**src/rtl/edge_event_arb_if.sv**
```systemverilog
`default_nettype none
// ============================================================================
// Module   : edge_event_arb_if
// Purpose  : Event stream between edge_event_arb (source) and its consumer.
//            The source presents one edge event per transfer; a transfer
//            completes on a clock where evt_valid and evt_ready are both 1.
// Signals  : evt_valid   - event presented on evt_chan/evt_is_fall
//            evt_ready   - consumer accepts the presented event
//            evt_chan    - channel index of the presented event
//            evt_is_fall - 0 = rising edge, 1 = falling edge
// Modports : master (event source), slave (event consumer)
// Revision : 1.0 - initial release
// ============================================================================
interface edge_event_arb_if #(
    parameter int NCH = 4
);
    localparam int c_CHW = (NCH > 1) ? $clog2(NCH) : 1;

    logic             evt_valid;
    logic             evt_ready;
    logic [c_CHW-1:0] evt_chan;
    logic             evt_is_fall;

    modport master (
        output evt_valid,
        output evt_chan,
        output evt_is_fall,
        input  evt_ready
    );

    modport slave (
        input  evt_valid,
        input  evt_chan,
        input  evt_is_fall,
        output evt_ready
    );
endinterface
`default_nettype wire

```
**src/rtl/edge_event_arb.sv**
```systemverilog
`default_nettype none
// ============================================================================
// Module   : edge_event_arb
// Purpose  : Detects rising (and optionally falling) edges on NCH level
//            inputs, latches them as per-channel pending flags and presents
//            them one at a time on a valid/ready event stream using
//            round-robin arbitration across channels. Edges arriving while
//            the matching flag is still pending are dropped and flagged in
//            a sticky per-channel overflow vector.
// Ports    : clk      - clock, all state on rising edge
//            reset    - synchronous active-high reset
//            a_in     - [NCH] monitored level inputs (synchronous to clk)
//            ovf_clr  - clears all overflow flags
//            ovf      - [NCH] sticky event-lost flags
//            evt      - event stream (edge_event_arb_if.master)
// Config   : EDGE_ARB_FE_EN - when defined, falling edges are captured and
//            arbitrated as well; otherwise only rising edges are reported
//            and evt_is_fall is tied to 0.
// Revision : 1.0 - initial release
// ============================================================================
module edge_event_arb #(
    parameter int NCH = 4
) (
    input  logic             clk,
    input  logic             reset,
    input  logic [NCH-1:0]   a_in,
    input  logic             ovf_clr,
    output logic [NCH-1:0]   ovf,
    edge_event_arb_if.master evt
);

    localparam int c_CHW = (NCH > 1) ? $clog2(NCH) : 1;

`ifdef EDGE_ARB_FE_EN
    localparam logic c_FE_EN = 1'b1;
`else
    localparam logic c_FE_EN = 1'b0;
`endif

    localparam logic [0:0] c_ST_IDLE    = 1'b0;
    localparam logic [0:0] c_ST_PRESENT = 1'b1;

    logic [NCH-1:0]   r_a_q;
    logic [NCH-1:0]   r_re_pend;
    logic [NCH-1:0]   r_ovf;
    logic [0:0]       r_state;
    logic             r_evt_valid;
    logic [c_CHW-1:0] r_evt_chan;
    logic             r_evt_is_fall;
    logic [c_CHW-1:0] r_last_grant;

    logic [NCH-1:0]   w_rise;
    logic [NCH-1:0]   w_fall;
    logic [NCH-1:0]   w_fe_pend;
    logic [NCH-1:0]   w_any_ch;
    logic [NCH-1:0]   w_re_clr;
    logic [NCH-1:0]   w_fe_clr;
    logic [NCH-1:0]   w_ovf_set;
    logic [0:0]       w_state_nxt;
    logic             w_valid_nxt;
    logic [c_CHW-1:0] w_chan_nxt;
    logic             w_is_fall_nxt;
    logic [c_CHW-1:0] w_gnt_idx;
    logic [c_CHW-1:0] w_cand;
    logic             w_found;
    logic             w_gnt_is_fall;
    logic             w_load;

    // ------------------------------------------------------------------
    // Edge detection and falling-edge pending flags
    // ------------------------------------------------------------------
    assign w_rise = a_in & ~r_a_q;

`ifdef EDGE_ARB_FE_EN
    logic [NCH-1:0] r_fe_pend;

    assign w_fall    = ~a_in & r_a_q;
    assign w_fe_pend = r_fe_pend;

    // A newly detected edge wins over the grant clear of the same flag.
    always_ff @(posedge clk) begin
        if (reset) begin
            r_fe_pend <= '0;
        end else begin
            r_fe_pend <= (r_fe_pend & ~w_fe_clr) | w_fall;
        end
    end
`else
    assign w_fall    = '0;
    assign w_fe_pend = '0;
`endif

    assign w_any_ch = r_re_pend | w_fe_pend;

    // An edge is lost only when its flag is still pending after this
    // cycle's grant clear has been taken into account.
    assign w_ovf_set = (w_rise & r_re_pend & ~w_re_clr)
                     | (w_fall & w_fe_pend & ~w_fe_clr);

    // ------------------------------------------------------------------
    // Round-robin search starting one past the last granted channel.
    // The cast wraps modulo NCH since NCH is a power of two; the final
    // iteration revisits last_grant itself.
    // ------------------------------------------------------------------
    always_comb begin
        w_found   = 1'b0;
        w_gnt_idx = '0;
        w_cand    = '0;
        for (int i = 1; i <= NCH; i++) begin
            w_cand = r_last_grant + c_CHW'(i);
            if (!w_found && w_any_ch[w_cand]) begin
                w_found   = 1'b1;
                w_gnt_idx = w_cand;
            end
        end
        // Rising edge is presented first when both are pending.
        w_gnt_is_fall = c_FE_EN & ~r_re_pend[w_gnt_idx];
    end

    // ------------------------------------------------------------------
    // Presentation FSM: next state, next registered outputs, grant clears
    // ------------------------------------------------------------------
    always_comb begin
        w_state_nxt   = r_state;
        w_valid_nxt   = r_evt_valid;
        w_chan_nxt    = r_evt_chan;
        w_is_fall_nxt = r_evt_is_fall;
        w_load        = 1'b0;
        w_re_clr      = '0;
        w_fe_clr      = '0;

        case (r_state)
            c_ST_IDLE: begin
                if (w_found) begin
                    w_load      = 1'b1;
                    w_state_nxt = c_ST_PRESENT;
                end
            end
            c_ST_PRESENT: begin
                if (r_evt_valid && evt.evt_ready) begin
                    if (w_found) begin
                        w_load = 1'b1;
                    end else begin
                        w_valid_nxt = 1'b0;
                        w_state_nxt = c_ST_IDLE;
                    end
                end
            end
            default: begin
                w_valid_nxt = 1'b0;
                w_state_nxt = c_ST_IDLE;
            end
        endcase

        if (w_load) begin
            w_valid_nxt   = 1'b1;
            w_chan_nxt    = w_gnt_idx;
            w_is_fall_nxt = w_gnt_is_fall;
            if (w_gnt_is_fall) begin
                w_fe_clr[w_gnt_idx] = 1'b1;
            end else begin
                w_re_clr[w_gnt_idx] = 1'b1;
            end
        end
    end

    // ------------------------------------------------------------------
    // State registers
    // ------------------------------------------------------------------
    always_ff @(posedge clk) begin
        // Track the input during reset so a level held across reset
        // release is not seen as an edge.
        r_a_q <= a_in;
        if (reset) begin
            r_state       <= c_ST_IDLE;
            r_evt_valid   <= 1'b0;
            r_evt_chan    <= '0;
            r_evt_is_fall <= 1'b0;
            r_re_pend     <= '0;
            r_ovf         <= '0;
            r_last_grant  <= c_CHW'(NCH - 1);
        end else begin
            r_state       <= w_state_nxt;
            r_evt_valid   <= w_valid_nxt;
            r_evt_chan    <= w_chan_nxt;
            r_evt_is_fall <= w_is_fall_nxt;
            r_re_pend     <= (r_re_pend & ~w_re_clr) | w_rise;
            r_ovf         <= (ovf_clr ? '0 : r_ovf) | w_ovf_set;
            if (w_load) begin
                r_last_grant <= w_gnt_idx;
            end
        end
    end

    assign evt.evt_valid   = r_evt_valid;
    assign evt.evt_chan    = r_evt_chan;
    assign evt.evt_is_fall = r_evt_is_fall;
    assign ovf             = r_ovf;

endmodule
`default_nettype wire
```
**src/flat_wrapper.sv**
```systemverilog
// flat-port wrapper written by rule: the top's interface ports become plain ports
module edge_event_arb_flat 
#(
    parameter int NCH = 4
)
  (clk, reset, a_in, ovf_clr, ovf, evt_evt_valid, evt_evt_chan, evt_evt_is_fall, evt_evt_ready);
  edge_event_arb_if #(.NCH(NCH)) evt_i ();
  input  logic clk;
  input  logic reset;
  input  logic [NCH-1:0] a_in;
  input  logic ovf_clr;
  output logic [NCH-1:0] ovf;
  output wire logic [$bits(evt_i.evt_valid)-1:0] evt_evt_valid;
  output wire logic [$bits(evt_i.evt_chan)-1:0] evt_evt_chan;
  output wire logic [$bits(evt_i.evt_is_fall)-1:0] evt_evt_is_fall;
  input wire logic [$bits(evt_i.evt_ready)-1:0] evt_evt_ready;
  assign evt_evt_valid = evt_i.evt_valid;
  assign evt_evt_chan = evt_i.evt_chan;
  assign evt_evt_is_fall = evt_i.evt_is_fall;
  assign evt_i.evt_ready = evt_evt_ready;
  edge_event_arb #(.NCH(NCH)) u_core (.clk(clk), .reset(reset), .a_in(a_in), .ovf_clr(ovf_clr), .ovf(ovf), .evt(evt_i));
endmodule
```
**config.mk**
```make
export PLATFORM = sky130hd
export DESIGN_NAME = edge_event_arb_flat
export DESIGN_NICKNAME = d
export VERILOG_FILES = /design/src/rtl/edge_event_arb_if.sv /design/src/rtl/edge_event_arb.sv /design/src/flat_wrapper.sv
export SDC_FILE = /design/constraint.sdc
export NUM_CORES = 1
export LEC_CHECK = 0
export BUFFER_PORTS_ARGS = -buffer_cell sky130_fd_sc_hd__buf_4
export CAP_MARGIN = 5
export CORE_MARGIN = 5
export CORE_UTILIZATION = 25
export DETAILED_ROUTE_END_ITERATION = 12
export PLACE_DENSITY = 0.46
export SYNTH_ARGS = -nofsm -noshare
export SYNTH_HDL_FRONTEND = slang
export SYNTH_SLANG_ARGS = --single-unit
```
**constraint.sdc**
```tcl
create_clock -name clk -period 2.25 [get_ports clk]
set_input_delay 0.45 -clock clk [delete_from_list [all_inputs] [get_ports clk]]
set_output_delay 0.45 -clock clk [all_outputs]
set_load 0.02 [all_outputs]
```
==> summary.md, run 1 <==
| Metric | Value |
|---|---|
| Tmin final | `1520 ps` |
| Hold Slack | `258 ps` |
| CP required | `2440 ps` |
| R2R Path End | `u_core.ovf[3]` |
| Hold buffer count at CTS | `0` |
| Share of layout cells above drive strength 1 | `0.287` |
| Hold Path Class | `in -> reg` |
| Row count | `20` |
| Total grt overflow | `0` |
| Leakage power | `0.406 nW` |
| Achievable frequency | `657 MHz` |
| Synthesized area per cell | `9.51 um2` |
| Via count of the first global-routing pass | `617` |
| Final #Nets | `111` |
| Largest net degree at the start of global routing | `17` |
| Mapped Cells | `86` |
| CP Launch Point | `u_core.r_re_pend[3]` |
| GP Congestion | `0.672` |
| Yosys warns | `0` |
| Slew Viols, Final | `0` |
| Synthesized Nets | `94` |
| Die Width | `67.2 um` |
| Pre-antenna DRT Iters | `4` |
| Antenna cells | `0` |
| R2R cell count | `4` |
| CTS Buf Count | `3` |
| Detailed Place HPWL | `1280 um` |
| Final setup vio count | `0` |
| Layout fillers | `343` |
| Worst vdd ir | `0.350 mV` |
| DRC | `0` |
| Maxcap violations | `0` |
| Hold Startpoint | `a_in[0]` |
| Most frequent cells in the layout | `18 x dfxtp_1, 14 x nor2_1, 14 x buf_4, 6 x nor2b_1, 6 x a21oi_1` |
| Fin crit share | `0.676` |
| Crit path max fanout | `8` |
| Tot GR Track Use | `0.0842` |
| Layout Skew | `1.70 ps` |
| Commonest non-fill, non-tap cell in the layout | `dfxtp_1` |
| Final hold vios | `0` |
| WP data arrival | `1710 ps` |
| Yosys reg bits | `18` |
| Initial Utilization | `0.264` |
| Initial antenna violation count | `0` |
| Clk_lat worst skew | `290 ps` |
| CORE AREA | `3100 um2` |
| Setup slack, reg-to-reg | `730 ps` |
| Critical R2R Launch | `u_core.r_re_pend[3]` |
| Max clock buf depth | `2` |
| Wire length per cell | `11.7 um` |
| Synth unique cells | `33` |
| Status | `finished, final reports clean` |
| Worst setup EP type | `register` |
| Final ANT Viol Nets | `0` |
| Die height | `67.2 um` |
| Post-Syn Area | `818 um2` |
| Critical Path Source Type | `register` |
| Power Density | `745 nW/um2` |
| # resized after CTS | `0` |
| Final WL | `1700 um` |
| H-tree depth | `1` |
| WS Path Type | `reg -> reg` |
| Post-CTS Repair Setup Buffers | `0` |
| Iteration-0 DRC Markers | `7` |
| Buffers on Ports | `14` |
| Full die area | `4520 um2` |
| Hold EP | `u_core.r_a_q[0]` |
| RSZ-0062 raised after global routing | `false` |
| Syn-to-layout area delta | `20.8%` |
| DR vias/cell | `4.50` |
| Total vias in the final route | `652` |
| Clock transition at the registers of the reported paths | `100 ps` |
| Setup TNS | `0 ps` |
| CTS tree | `yes` |
| I/O pin count | `16` |
| First-pass GRT wire length | `2900 um` |
| Hold Path Depth | `1` |
| Post-synthesis sequential area ratio | `0.440` |
| Clock sinks | `18` |
| Root Buffer | `clkbuf_4` |
==> metrics by stage <==
step | setup WS, ps | util | cells | area [um2] | total power [mW]
after floorplan | 852 | - | 86 | 818 | 0.527
final | 729 | 0.319 | 145 | 988 | 0.736
after CTS | 717 | 0.319 | 145 | 988 | 0.748
after global routing | 575 | 0.319 | 145 | 988 | 0.784
after global placement | 737 | 0.311 | 142 | 966 | 0.581
after detailed placement | 706 | 0.311 | 142 | 966 | 0.585
==> synthesized netlist by cell type, drive strengths merged <==
| master | instances | area, um2 |
|---|---|---|
| nor2 | 14 | 52.6 |
| a22oi | 1 | 7.51 |
| and3b | 1 | 8.76 |
| mux2i | 1 | 10.0 |
| conb | 1 | 3.75 |
| nor4 | 1 | 21.3 |
| dfxtp | 18 | 360 |
| a31oi | 1 | 12.5 |
| a21bo | 3 | 30.0 |
| nor2b | 7 | 46.3 |
| o21a | 1 | 7.51 |
| a211oi | 3 | 22.5 |
| and2b | 1 | 7.51 |
| nand3 | 1 | 10.0 |
| nor3 | 3 | 15.0 |
| or2 | 1 | 6.26 |
| a21oi | 8 | 47.6 |
| o21ai | 1 | 8.76 |
| nand2b | 3 | 28.8 |
| inv | 2 | 7.51 |
| o22ai | 1 | 12.5 |
| a311oi | 3 | 26.3 |
| nand2 | 3 | 11.3 |
| buf | 2 | 12.5 |
| a21boi | 1 | 7.51 |
| o31a | 3 | 26.3 |
| or2b | 1 | 7.51 |
==> report_power, final <==
part           switching (mW)  internal (mW)  total (mW)
clock                  0.0993         0.0623       0.162
sequential             0.0351          0.349       0.384
combinational           0.103         0.0870       0.190
total                   0.238          0.499       0.736
==> state kept, by name, indices dropped and copies added (netlist names) <==
register,count
u_core.evt.evt_chan,2
u_core.evt.evt_valid,1
u_core.ovf,4
u_core.r_a_q,4
u_core.r_last_grant,2
u_core.r_re_pend,4
u_core.r_state,1
==> logic make-up (layout without fill, tap and decap cells) <==
group / count (synthesis) / in the layout / share of synthesized area
other: 1 / 1 / 0.00458
AND/OR/NAND/NOR: 36 / 36 / 0.263
buffers and inverters: 4 / 19 / 0.0245
flip-flops: 18 / 18 / 0.440
multiplexers: 1 / 1 / 0.0122
AO/OA/AOI/OAI: 26 / 26 / 0.255
==> how the worst max path moves through the flow <==
stage	endpoint	slack, ps	cells after the start
floorplan	u_core.ovf[3]	850	4
global placement	u_core.r_re_pend[3]	740	5
detailed placement	u_core.ovf[3]	710	5
CTS	u_core.ovf[3]	720	4
global route	u_core.evt.evt_chan[0]	570	4
finish	u_core.ovf[3]	730	4
==> routing by layer <==
metal	wire (um)	part of all wire	vias up	track usage
met5	0	0	-	0
met4	13	0.0077	0	0.0228
met3	131	0.077	2	0.0399
met2	770	0.45	18	0.128
met1	782	0.46	299	0.107
li1	-	-	333	-
==> cell type report <==
class | instances | area [um2] | area share
clock buffers | 3 | 22.5 | 0.0228
flip-flops and latches | 18 | 360 | 0.365
repair buffers | 14 | 105 | 0.106
well taps | 44 | 55.1 | 0.0557
inverters | 2 | 7.51 | 0.00759
multi-input cells | 64 | 438 | 0.443
==> critical path, stage by stage, from the launching register on <==
cell and delay [ps]:
dfxtp_1 520, a21bo_2 270, a21oi_2 210, nor2_1 130, o31a_1 300
Note: power is estimated with default switching activity, not from simulation.
==> run 2, diff against run 1 <==
--- a/config.mk
+++ b/config.mk
@@ -5,12 +5,13 @@
 export SDC_FILE = /design/constraint.sdc
 export NUM_CORES = 1
 export LEC_CHECK = 0
+export ABC_AREA = 1
 export BUFFER_PORTS_ARGS = -buffer_cell sky130_fd_sc_hd__buf_4
 export CAP_MARGIN = 5
 export CORE_MARGIN = 5
 export CORE_UTILIZATION = 25
 export DETAILED_ROUTE_END_ITERATION = 12
-export PLACE_DENSITY = 0.46
+export PLACE_DENSITY = 0.47
 export SYNTH_ARGS = -nofsm -noshare
 export SYNTH_HDL_FRONTEND = slang
 export SYNTH_SLANG_ARGS = --single-unit
==> constraint.sdc (replaced) <==
create_clock -name clk -period 1.3 [get_ports clk]
set_input_delay 0.26 -clock clk [delete_from_list [all_inputs] [get_ports clk]]
set_output_delay 0.26 -clock clk [all_outputs]
set_load 0.02 [all_outputs]
==> run 2 against run 1 <==
The run now ends with setup timing left. Critical path depth is 9 higher. Fmax is 2.8% lower. Global-route usage is 1.3 points higher. Sequential share of layout area is 13 points lower. Via count is 48% higher.
==> summary.md, run 2 <==
| Metric | Value |
|---|---|
| Status | `complete, but fails checks` |
| Failing checks | `setup timing` |
| CP max stage delay | `340 ps` |
| Most frequent cells in the layout | `30 x buf_4, 23 x nand2_1, 19 x nand2_2, 16 x nand2_4, 15 x inv_1` |
| Commonest non-fill, non-tap cell in the layout | `buf_4` |
| Leakage power | `0.752 nW` |
| I/O pin count | `16` |
| Crit path buf inv count | `4` |
| Post-Synth Simple-Gate Area | `0.423` |
| Die height | `75.5 um` |
| WS Path Type | `reg -> reg` |
| Critical R2R Launch | `u_core.r_last_grant[0]` |
| R2R cell count | `13` |
| Largest area contributor in the netlist | `dfxtp_1` |
| Mapped Cells | `142` |
| Top cells by count, synth | `38 x nand2_1, 18 x dfxtp_1, 15 x inv_1, 14 x nand2_2` |
| Wire length per cell | `10.8 um` |
| Setup slack, reg-to-reg | `-270 ps` |
| Main synth FF type | `dfxtp_1` |
| Hold buffer count at CTS | `0` |
| Yosys warns | `0` |
| CTS tree | `yes` |
| Slowest CP cell | `dfxtp_2` |
| Worst vdd ir | `0.721 mV` |
| Iteration-0 DRC Markers | `43` |
| Multiplexer area fraction after synthesis | `0` |
| Root Buffer | `clkbuf_8` |
| GP Congestion | `0.820` |
| Initial Utilization | `0.262` |
| Tmin final | `1570 ps` |
| Switching Fraction | `0.465` |
| XOR/XNOR Fraction of Synth Area | `0` |
| Total vias in the final route | `967` |
| Post-synth EDFFs | `0` |
| Yosys reg bits | `18` |
| CP Depth | `13` |
| Seq pwr share | `0.222` |
| Crit path max fanout | `8` |
| Worst slack at placement | `-314 ps` |
| Post-Syn Area | `1070 um2` |
| Final hold vios | `0` |
| Synthesized Nets | `150` |
| Net Switching | `1.60 mW` |
| Top-area cell type share of the netlist area | `0.336` |
| Via count of the first global-routing pass | `978` |
| Finished Core Util | `0.380` |
| CP required | `1450 ps` |
| Synthesized area per cell | `7.54 um2` |
| Post-synthesis sequential area ratio | `0.336` |
| Post-Synth Adder-Cell Area | `0` |
| Worst setup EP type | `register` |
| Critical-path cell list | `buf_6, inv_8, nand2_2, nand2_4, nand2_2, nand2_2, inv_2, nand3_4, nand2_4, inv_6, nand3_2, nand2_1, a21oi_2` |
| Pre-antenna DRT Iters | `3` |
| Buffers on Ports | `14` |
| Detailed Place HPWL | `1920 um` |
| Hold Path Class | `in -> reg` |
| Final setup margin | `-265 ps` |
| Full die area | `5690 um2` |
| Final setup vio count | `14` |
| Final #Nets | `184` |
| Clk pwr share | `0.132` |
| P_int | `1.84 mW` |
| Total grt overflow | `0` |
| WP data arrival | `1710 ps` |
| Total power | `3.44 mW` |
| RSZ-0062 raised after global routing | `true` |
| Critical Path Source Type | `register` |
| Hold EP | `u_core.r_a_q[1]` |
| Die Width | `75.5 um` |
| Max clock buf depth | `2` |
| Comb pwr share | `0.646` |
| Hold Path Depth | `1` |
| Achievable frequency | `639 MHz` |
| H-tree depth | `1` |
| Final ANT Viol Nets | `0` |
| Clk_lat worst skew | `250 ps` |
| Hold Startpoint | `a_in[1]` |
| Antenna cells | `0` |
| Power Density | `2220 nW/um2` |
| DR vias/cell | `4.30` |
| Most common cell on crit path | `nand2_2` |
| Clock sinks | `18` |
| Complex-gate fraction of the synthesized area | `0.120` |
| Ranking of synthesized cells by area | `dfxtp_1 34%, nand2_1 13%, nand2_2 8.2%, nand2_4 6.3%, inv_1 5.3%` |
| Layout Skew | `1.32 ps` |
| Design area | `1550 um2` |
| CORE AREA | `4090 um2` |
| Row count | `23` |
| Most frequent cell after synthesis | `nand2_1` |
| Tot GR Track Use | `0.0968` |
| Largest family of logic cells by synthesized area | `simple AND/OR/NAND/NOR gates` |
| CTS Buf Count | `3` |
| DRC | `0` |
| Maxcap violations | `0` |
| Fin crit share | `1.20` |
| R2R Path End | `u_core.ovf[1]` |
| First-pass GRT wire length | `4280 um` |
| Initial antenna violation count | `0` |
| Share of layout cells above drive strength 1 | `0.560` |
| Syn-to-layout area delta | `44.9%` |
| Synth unique cells | `27` |
| Async S/R FF share, synth | `0` |
| Final WL | `2440 um` |
| Clock transition at the registers of the reported paths | `70 ps` |
| DP Area | `1330 um2` |
| Slew Viols, Final | `0` |
| Largest net degree at the start of global routing | `13` |
| Hold Slack | `116 ps` |
| Worst path top cell family by delay | `simple AND/OR/NAND/NOR gates` |
## run 2: cell count changes after synthesis, moves of 6 or more
cell,before,now
nand2_1,3,38
inv_1,2,15
nor2_1,14,4
nand2_2,0,14
nand3_1,0,7
nor2b_1,6,0
nand2_4,0,6
## run 2: cell families (layout without fill, tap and decap cells)
group           count (synthesis)  count (layout)
compound gates                 19              19
buf+inv                        25              58
simple gates                   79              79
other cells                     1               1
flops                          18              18
## run 2: power by group through the flow
stage                     combinational [mW]  sequential (mW)  clock, mW
after global placement                  1.81            0.752          0
after CTS                               2.08            0.764      0.474
after global routing                    2.43            0.783      0.499
after floorplan                         1.29            0.786          0
final                                   2.22            0.765      0.455
after detailed placement                1.81            0.757          0
## run 2: layer usage
| layer | share of wire | GRT usage | wire length (um) |
|---|---|---|---|
| met5 | 0 | 0 | 0 |
| met4 | 0.018 | 0.0369 | 43 |
| met3 | 0.036 | 0.0251 | 87 |
| met2 | 0.50 | 0.162 | 1230 |
| met1 | 0.44 | 0.119 | 1080 |
## run 2: worst register-to-register path, cell delays in order (launching register included)
cell	delay [ps]
dfxtp_2	340
buf_6	130
inv_8	90
nand2_2	80
nand2_4	80
nand2_2	50
nand2_2	90
inv_2	70
nand3_4	130
nand2_4	80
inv_6	90
nand3_2	90
nand2_1	90
a21oi_2	50
## run 2: area by class of cell
cell class | instances | area, um2
clock buffers | 4 | 55.1
multi-input cells | 99 | 714
fillers | 436 | 2530
repair buffers | 33 | 259
inverters | 21 | 95.1
well taps | 50 | 62.6
flip-flops and latches | 18 | 365
## run 2: stage by stage
stage                     instances  setup TNS, ps
after floorplan                 142           -998
after global placement          218          -2980
after global routing            225          -4440
after detailed placement        218          -3220
after CTS                       223          -2900
final                           225          -2980
## run 2: how the worst max path moves through the flow
stage | from | end
floorplan | u_core.r_last_grant[0] | u_core.ovf[2]
global placement | u_core.r_last_grant[0] | u_core.ovf[2]
detailed placement | u_core.r_last_grant[0] | u_core.r_re_pend[1]
CTS | u_core.r_last_grant[0] | u_core.r_re_pend[1]
global route | u_core.r_last_grant[0] | u_core.r_re_pend[3]
finish | u_core.r_last_grant[0] | u_core.ovf[1]
## run 2: what timing repair did
action,4_1_cts,5_1_grt
setup buffers,1,2
hold endpoints to repair,0,0
pin swaps,12,5
endpoints found under the setup margin,14,14
gates resized for setup,30,10
